--- config.mk ---
export PLATFORM = sky130hd
export DESIGN_NAME = kp_window_sched
export DESIGN_NICKNAME = d
export VERILOG_FILES = /design/src/rtl/kp_window_sched.sv
export SDC_FILE = /design/constraint.sdc
export NUM_CORES = 1
export LEC_CHECK = 0
export BUFFER_PORTS_ARGS = -buffer_cell sky130_fd_sc_hd__buf_2
export CAP_MARGIN = 40
export CORE_MARGIN = 4
export CORE_UTILIZATION = 50
export CTS_BUF_LIST = sky130_fd_sc_hd__clkbuf_16
export CTS_CLUSTER_DIAMETER = 50
export DETAILED_ROUTE_END_ITERATION = 12
export HOLD_SLACK_MARGIN = 0.15
export MAX_ROUTING_LAYER = met4
export PLACE_DENSITY_LB_ADDON = 0.15
export SETUP_SLACK_MARGIN = 0.3
export SLEW_MARGIN = 20
export SYNTH_ARGS = -nofsm -noshare
export SYNTH_HDL_FRONTEND = slang
export SYNTH_SLANG_ARGS = --single-unit
--- constraint.sdc ---
create_clock -name clk -period 13.2 [get_ports clk]
set_input_delay 1.98 -clock clk [delete_from_list [all_inputs] [get_ports clk]]
set_output_delay 1.98 -clock clk [all_outputs]
set_load 0.01 [all_outputs]
--- src/rtl/kp_window_sched.sv ---
// Streaming 3x3 window scheduler: builds stride-1 windows from a raster pixel
// stream with two line buffers and registers the pooled result onto a valid/ready stream.
module kp_window_sched #(
  parameter int DWIDTH = 8,
  parameter int MAX_W  = 64,
  parameter int MAX_H  = 64,
  parameter int CW     = 8
) (
  input  logic                  clk,
  input  logic                  rst_n,
  input  logic                  start,
  input  logic [CW-1:0]         cfg_w,
  input  logic [CW-1:0]         cfg_h,
  output logic                  busy,
  output logic                  done,
  output logic                  cfg_err,
  input  logic                  pix_valid,
  output logic                  pix_ready,
  input  logic [DWIDTH-1:0]     pix_data,
  output logic [9*DWIDTH-1:0]   win_data,
  output logic                  win_valid,
  input  logic [DWIDTH-1:0]     pool_in,
  output logic                  res_valid,
  input  logic                  res_ready,
  output logic [DWIDTH-1:0]     res_data,
  output logic                  res_last
);

  localparam int AW = (MAX_W > 1) ? $clog2(MAX_W) : 1;

  typedef enum logic [1:0] {IDLE, LOAD, FLUSH} state_t;

  state_t             state;
  logic [CW-1:0]      w_q, h_q, row, col;
  logic [AW-1:0]      col_idx;
  logic [DWIDTH-1:0]  linebuf0 [MAX_W];
  logic [DWIDTH-1:0]  linebuf1 [MAX_W];
  logic [DWIDTH-1:0]  win_p1 [3][3];
  logic               win_last_p1;
  logic               s1_take, s2_take, accept;
  logic               last_col, last_row, win_complete, geom_ok;

  assign s2_take      = !res_valid || res_ready;
  assign s1_take      = !win_valid || s2_take;
  assign pix_ready    = (state == LOAD) && s1_take;
  assign accept       = pix_valid && pix_ready;
  assign col_idx      = col[AW-1:0];
  assign last_col     = (col == w_q - CW'(1));
  assign last_row     = (row == h_q - CW'(1));
  assign win_complete = (row >= CW'(2)) && (col >= CW'(2));
  assign geom_ok      = (cfg_w >= CW'(3)) && (int'(cfg_w) <= MAX_W) &&
                        (cfg_h >= CW'(3)) && (int'(cfg_h) <= MAX_H);

  always_comb begin
    win_data = '0;
    for (int r = 0; r < 3; r++)
      for (int c = 0; c < 3; c++)
        win_data[(r*3+c)*DWIDTH +: DWIDTH] = win_p1[r][c];
  end

  // Line buffers hold rows y-1 (linebuf0) and y-2 (linebuf1); never cleared.
  always_ff @(posedge clk) begin
    if (accept) begin
      linebuf0[col_idx] <= pix_data;
      linebuf1[col_idx] <= linebuf0[col_idx];
    end
  end

  always_ff @(posedge clk or negedge rst_n) begin
    if (!rst_n) begin
      state   <= IDLE;
      w_q     <= '0;
      h_q     <= '0;
      row     <= '0;
      col     <= '0;
      busy    <= 1'b0;
      done    <= 1'b0;
      cfg_err <= 1'b0;
    end else begin
      done    <= 1'b0;
      cfg_err <= 1'b0;
      case (state)
        IDLE: begin
          if (start) begin
            if (geom_ok) begin
              w_q   <= cfg_w;
              h_q   <= cfg_h;
              row   <= '0;
              col   <= '0;
              busy  <= 1'b1;
              state <= LOAD;
            end else begin
              cfg_err <= 1'b1;
            end
          end
        end
        LOAD: begin
          if (accept) begin
            if (last_col) begin
              col <= '0;
              row <= row + CW'(1);
              if (last_row) state <= FLUSH;
            end else begin
              col <= col + CW'(1);
            end
          end
        end
        FLUSH: begin
          // The tagged result is the last one produced, so its handshake empties the pipe.
          if (res_valid && res_ready && res_last) begin
            busy  <= 1'b0;
            done  <= 1'b1;
            state <= IDLE;
          end
        end
        default: state <= IDLE;
      endcase
    end
  end

  // Stage 1: window shift register and window-valid
  always_ff @(posedge clk or negedge rst_n) begin
    if (!rst_n) begin
      for (int r = 0; r < 3; r++)
        for (int c = 0; c < 3; c++)
          win_p1[r][c] <= '0;
      win_valid   <= 1'b0;
      win_last_p1 <= 1'b0;
    end else begin
      if (s1_take) begin
        win_valid   <= accept && win_complete;
        win_last_p1 <= accept && win_complete && last_row && last_col;
      end
      if (accept) begin
        for (int r = 0; r < 3; r++) begin
          win_p1[r][0] <= win_p1[r][1];
          win_p1[r][1] <= win_p1[r][2];
        end
        win_p1[0][2] <= linebuf1[col_idx];
        win_p1[1][2] <= linebuf0[col_idx];
        win_p1[2][2] <= pix_data;
      end
    end
  end

  // Stage 2: pooled result register
  always_ff @(posedge clk or negedge rst_n) begin
    if (!rst_n) begin
      res_valid <= 1'b0;
      res_data  <= '0;
      res_last  <= 1'b0;
    end else if (s2_take) begin
      res_valid <= win_valid;
      res_last  <= win_valid && win_last_p1;
      if (win_valid) res_data <= pool_in;
    end
  end

endmodule

Yosys cells after proc, flatten, opt, wreduce, memory -nomap -nowiden

Memory sizes are Yosys's and may differ from the RTL's. A register that Yosys moved wholly into a read port is not among the register bits.
Index checks and enable logic that the tools add are counted.
W data, S select, Z words.

Add/subtract/negate cells: 4
Order comparisons: 6
Eq/ne operators: 10
Multiplexer cells: 26
Reduce and logical (&&, ||, !) cells: 26

Operators by type and width:

| kind                  | number |
|---|---|
| $mux W8               | 6 |
| $ge A8 B2 Y1 const B  | 4 |
| $pmux W8 S2           | 2 |
| $add A8 B1 Y8 const B | 2 |
| $eq A8 B8 Y1          | 2 |
| $le A8 B7 Y1 const B  | 2 |
| $sub A8 B1 Y8 const B | 2 |
| $logic_and A1 B1 Y1   | 12 |
| $mux W2               | 6 |
| $ne A2 B2 Y1 const B  | 6 |
| $mux W1               | 10 |
| $reduce_and A4 Y1     | 2 |
| $pmux W2 S3           | 1 |
| $reduce_and A6 Y1     | 1 |
| $reduce_and A5 Y1     | 1 |
| $reduce_bool A2 Y1    | 2 |
| $logic_not A1 Y1      | 3 |
| $reduce_and A3 Y1     | 1 |
| $eq A2 B1 Y1 const B  | 1 |
| $eq A2 B2 Y1 const B  | 1 |
| $logic_not A2 Y1      | 1 |
| $logic_or A1 B1 Y1    | 2 |
| $pmux W1 S2           | 1 |
| $reduce_and A2 Y1     | 1 |

Bits in registers: 113
Memory bits (writable): 1,024
Bits of input ports: 37
Output and inout bits: 87
Word-level logic and storage cells: 95
Memories kept: 2

Memory list:

| name     | depth | width | rd ports | clocked after memory_dff | wr ports | line | text |
|---|---|---|---|---|---|---|---|
| linebuf0 | 64    | 8     | 1        | 0                        | 1        | 36   | `logic [DWIDTH-1:0] linebuf0 [MAX_W];` |
| linebuf1 | 64    | 8     | 1        | 1                        | 1        | 37   | `logic [DWIDTH-1:0] linebuf1 [MAX_W];` |

Longest topological paths before layout

Depth in word-level cells: 8
Gate-level depth with buffers: 12
Depth with buffers taken out: 9

Worst setup path before layout

Ideal clock, no wire load.

Kind: input-to-reg
Start point: input port res_ready
End point: memory linebuf0[50][0], enable pin
Setup time: 0.430 ns
Arrival time: 4.556 ns
Slack: 8.214 ns
Stages on the path: 7
Buffers on the path: 2
Cells stage by stage: nor2b_1 nand2_1 and3_1 clkbuf_1 clkbuf_1 nand2_1 nor4_1

Cells in the longest elaborated chain, start to end: 6

RTL lines:

| element                       | line | text |
|---|---|---|
| start, declared               | 24   | `input logic res_ready,` |
| $logic_or A1 B1 Y1            | 43   | `assign s2_take = !res_valid \|\| res_ready;` |
| $logic_or A1 B1 Y1            | 44   | `assign s1_take = !win_valid \|\| s2_take;` |
| $logic_and A1 B1 Y1           | 45   | `assign pix_ready = (state == LOAD) && s1_take;` |
| $logic_and A1 B1 Y1           | 46   | `assign accept = pix_valid && pix_ready;` |
| $mux W1                       | 63   | `if (accept) begin` |
| $mux W1 (not written as such) | 64   | `linebuf0[col_idx] <= pix_data;` |
| end, declared                 | 36   |  |

Every way passes these cells.

Final worst setup path

Start point: register col[0]
End point: register win_data[43] (netlist name)

Cells in the longest elaborated chain, start to end: 1

RTL lines:

| element                | line | text |
|---|---|---|
| start, declared        | 34   | `logic [CW-1:0] w_q, h_q, row, col;` |
| start signal, assigned | 104  | `col <= col + CW'(1);` |
| $mem_v2 Z64 W8         | -    |  |

Every way passes these cells.
A chain may end at the register's enable or synchronous reset.

==> results.ini <==
[synth]
yosys.area.top_type=edfxtp_1
ys_top_cells_by_area=edfxtp_1 (69%), dfrtp_1 (6.8%), mux4_2 (4.2%), mux2_2 (2.4%), mux2i_1 (2.3%)
syn_nets=2698
syn_area_per_cell_sq_um=16.85
async_reset_ff_share_pct=10.57
yosysWarnings=0
synthCells=2655
synth_top_flop_cell=edfxtp_1
ys_seq_area_share_pct=75.50
yosys.area.top_type_share_pct=68.73
synth-seq-cells=1145
synth_area_sq_um=44740
synth.distinct_cells=69
synth-edff-count=1024

[finish]
nets=2922
fin_util_pct=58.02
layout_common_cells=edfxtp_1 (1024), nand2_1 (254), nor2_1 (134)
drive_gt1_share_pct=22.33
area_delta_synth_final_pct=14.79
final_common_cell=edfxtp_1

[drt]
ant_nets=0
wirelength_mm=135.2
viasPerCell=6.487
drt_first_pass_iters=8
drc=0
vias=26950
routedWlPerCell_microns=32.54
drtIter0Drc=3610

[clocking]
cts_setup_buffers=0
cts.hold.buffers_added=0
htree_levels=3
clock_latency_ps=700
cts_tree=built
clk_path_buf_depth=3
ctsResizeCount=0
cts.sinks=1145
cts_buffers=121
root_buffer=clkbuf_16
clkTransAtPathRegs_ps=60

[global_routing]
globalRoute.totalOverflow=0
grt.total_usage_pct=29.42
grt_pass1_wl_mm=193.6
grt_pass1_vias=26260
antenna_found_initial=4
grt_start_max_net_pins=70

[timing]
rsz0062_at_grt=no
tightest_slew_ps=1026
period_minus_slack_ps=5824
relSlewSlack_pct=31.58
finalSetupTns_ps=0
final_min_period_over_clock_period_pct=44.12
finalSetupViolCount=0
drv_slew=0
finalHoldViolCount=0
clock.fmax_mhz=171.7
fin_worst_skew_ps=27.40

[placed_design]
gp_congestion=0.9632
dp_hpwl_mm=80.36
io_buffers=123

[worst_setup_path]
critPathTopFamily=buffers and inverters
slowest_stage=or4_2
worstPathCellList=buf_4 -> buf_4 -> buf_4 -> mux4_2 -> mux2i_1 -> o221ai_1 -> or4_2 -> buf_4 -> mux2_2
slowest_delay_ps=910
crit_type=reg -> reg
cp-start-kind=register
worst_ep_arrival_time_ps=6400
path_buf_inv=4
crit_fanout=57
crit_top_cell=buf_4
endpoint_kind=register
worstPathRequired_ps=13770

[outcome]
status=finished, final reports clean

[pwr]
power.switching_mw=4.191
comb_power_share_pct=30.8
switching_share_pct=35.10
p_leak_nw=17.53
pwr_density_cell_nw_per_um2=232.6
vdd_drop_max_mv=0.1532
clock_power_share_pct=28.1
p_seq_share_pct=41.1
p_int_mw=7.752

[die]
io-pin-count=124
die_area_sq_um=94320
start_util_pct=50.54
core-area_sq_um=88510
die_w_microns=307.1
fp-row-count=109
fp.dieH_microns=307.1

[flow_run]
maxCapViolCount=0

[worst_hold_path]
hold_class=reg -> reg

[through the flow]
| stage | total power [mW] | instances | hold WS (ps) | setup WS (ps) | cell area [sq um] |
|---|---|---|---|---|---|
| after floorplan | 6.960 | 2655 | 478.2 | 8214 | 44740 |
| after global placement | 8.492 | 3907 | 452.5 | 7465 | 47160 |
| final | 11.94 | 4155 | 466.9 | 7376 | 51350 |
| after CTS | 11.91 | 4141 | 472.8 | 7417 | 51210 |
| after global routing | 12.33 | 4152 | 488.6 | 7236 | 51350 |
| after detailed placement | 8.582 | 3915 | 457.7 | 7444 | 47250 |
[synth_stat cells (8+ instances only)]
| master | number |
|---|---|
| edfxtp_1 | 1024 |
| nand2_1 | 255 |
| nor2_1 | 138 |
| dfrtp_1 | 121 |
| mux2i_1 | 103 |
| a221oi_1 | 100 |
| mux2_2 | 94 |
| mux4_2 | 84 |
| a21oi_1 | 79 |
| a22oi_1 | 76 |
| clkbuf_1 | 76 |
| o21ai_0 | 62 |
| buf_2 | 53 |
| o22ai_1 | 48 |
| nand3_1 | 27 |
| a221o_1 | 23 |
| buf_1 | 23 |
| a22o_1 | 21 |
| o22a_1 | 18 |
| inv_1 | 16 |
| o221ai_1 | 14 |
| buf_4 | 13 |
| nor2b_1 | 12 |
| a31oi_1 | 11 |
| nand4_1 | 11 |
| nor3_1 | 11 |
| a211oi_1 | 10 |
| and2_1 | 9 |
| nor4_1 | 8 |
| or4_1 | 8 |
| xnor2_1 | 8 |
| xor2_1 | 8 |
[registers in the layout, indices dropped and copies added, names as in the netlist]
signal / cells
busy: 1
cfg_err: 1
col: 8
done: 1
h_q: 8
linebuf0: 512
linebuf1: 512
res_data: 8
res_last: 1
res_valid: 1
row: 8
state: 2
w_q: 8
win_data: 72
win_last_p1: 1
win_valid: 1
[power groups by stage]
stage	sequential, mW	combinational, mW	clock (mW)
floorplan	5.00	1.96	0
global placement	4.98	3.51	0
detailed placement	4.99	3.59	0
CTS	4.92	3.61	3.39
global route	4.94	3.83	3.56
finish	4.91	3.67	3.36
[layer usage]
metal | GRT usage (%) | routed length, microns | vias up
met2 | 43.51 | 61370 | 1726
met3 | 7.059 | 15490 | 316
met4 | 10.88 | 5992 | 0
li1 | - | - | 11100
met1 | 40.23 | 52350 | 13810
met5 | - | 0 | -
[kinds of logic (layout without fill, tap and decap cells)]
family	Yosys count	after routing	synth area share, %
xor+xnor	16	16	0.3133
buf+inv	183	510	1.810
mux	281	281	8.899
flops	1145	1145	75.50
other cells	0	8	0
simple gates	515	515	4.987
fa+ha+maj	6	6	0.1678
compound gates	509	509	8.321
[cell type report]
| type | count | area, sq um |
|---|---|---|
| inverter | 17 | 65.06 |
| fill | 6703 | 37160 |
| tap | 1165 | 1458 |
| clock buffer | 123 | 3078 |
| clock inverter | 103 | 877.1 |
| multi-input combinational | 1327 | 10250 |
| antenna | 8 | 20.02 |
| timing repair buffer | 267 | 1814 |
| sequential | 1145 | 33790 |
[worst paths after layout]
check | from | end | slack (ps) | cells after the start
setup / recovery | col[0] | win_data[43] | 7380 | 9
hold / removal | win_data[4] | win_data[4] | 470 | 2
setup reg to reg | col[0] | win_data[43] | 7380 | 9
hold reg to reg | win_data[4] | win_data[4] | 470 | 2
max in group asynchronous | rst_n | win_data[3] | 10560 | 3
min in group asynchronous | rst_n | h_q[2] | 1380 | 1
[worst min-delay path, stage by stage (launching register included)]
cell and delay [ps]:
dfrtp_1 340, nand2_1 50, nand2_1 50
No activity file was read; power rests on OpenSTA's default activity.
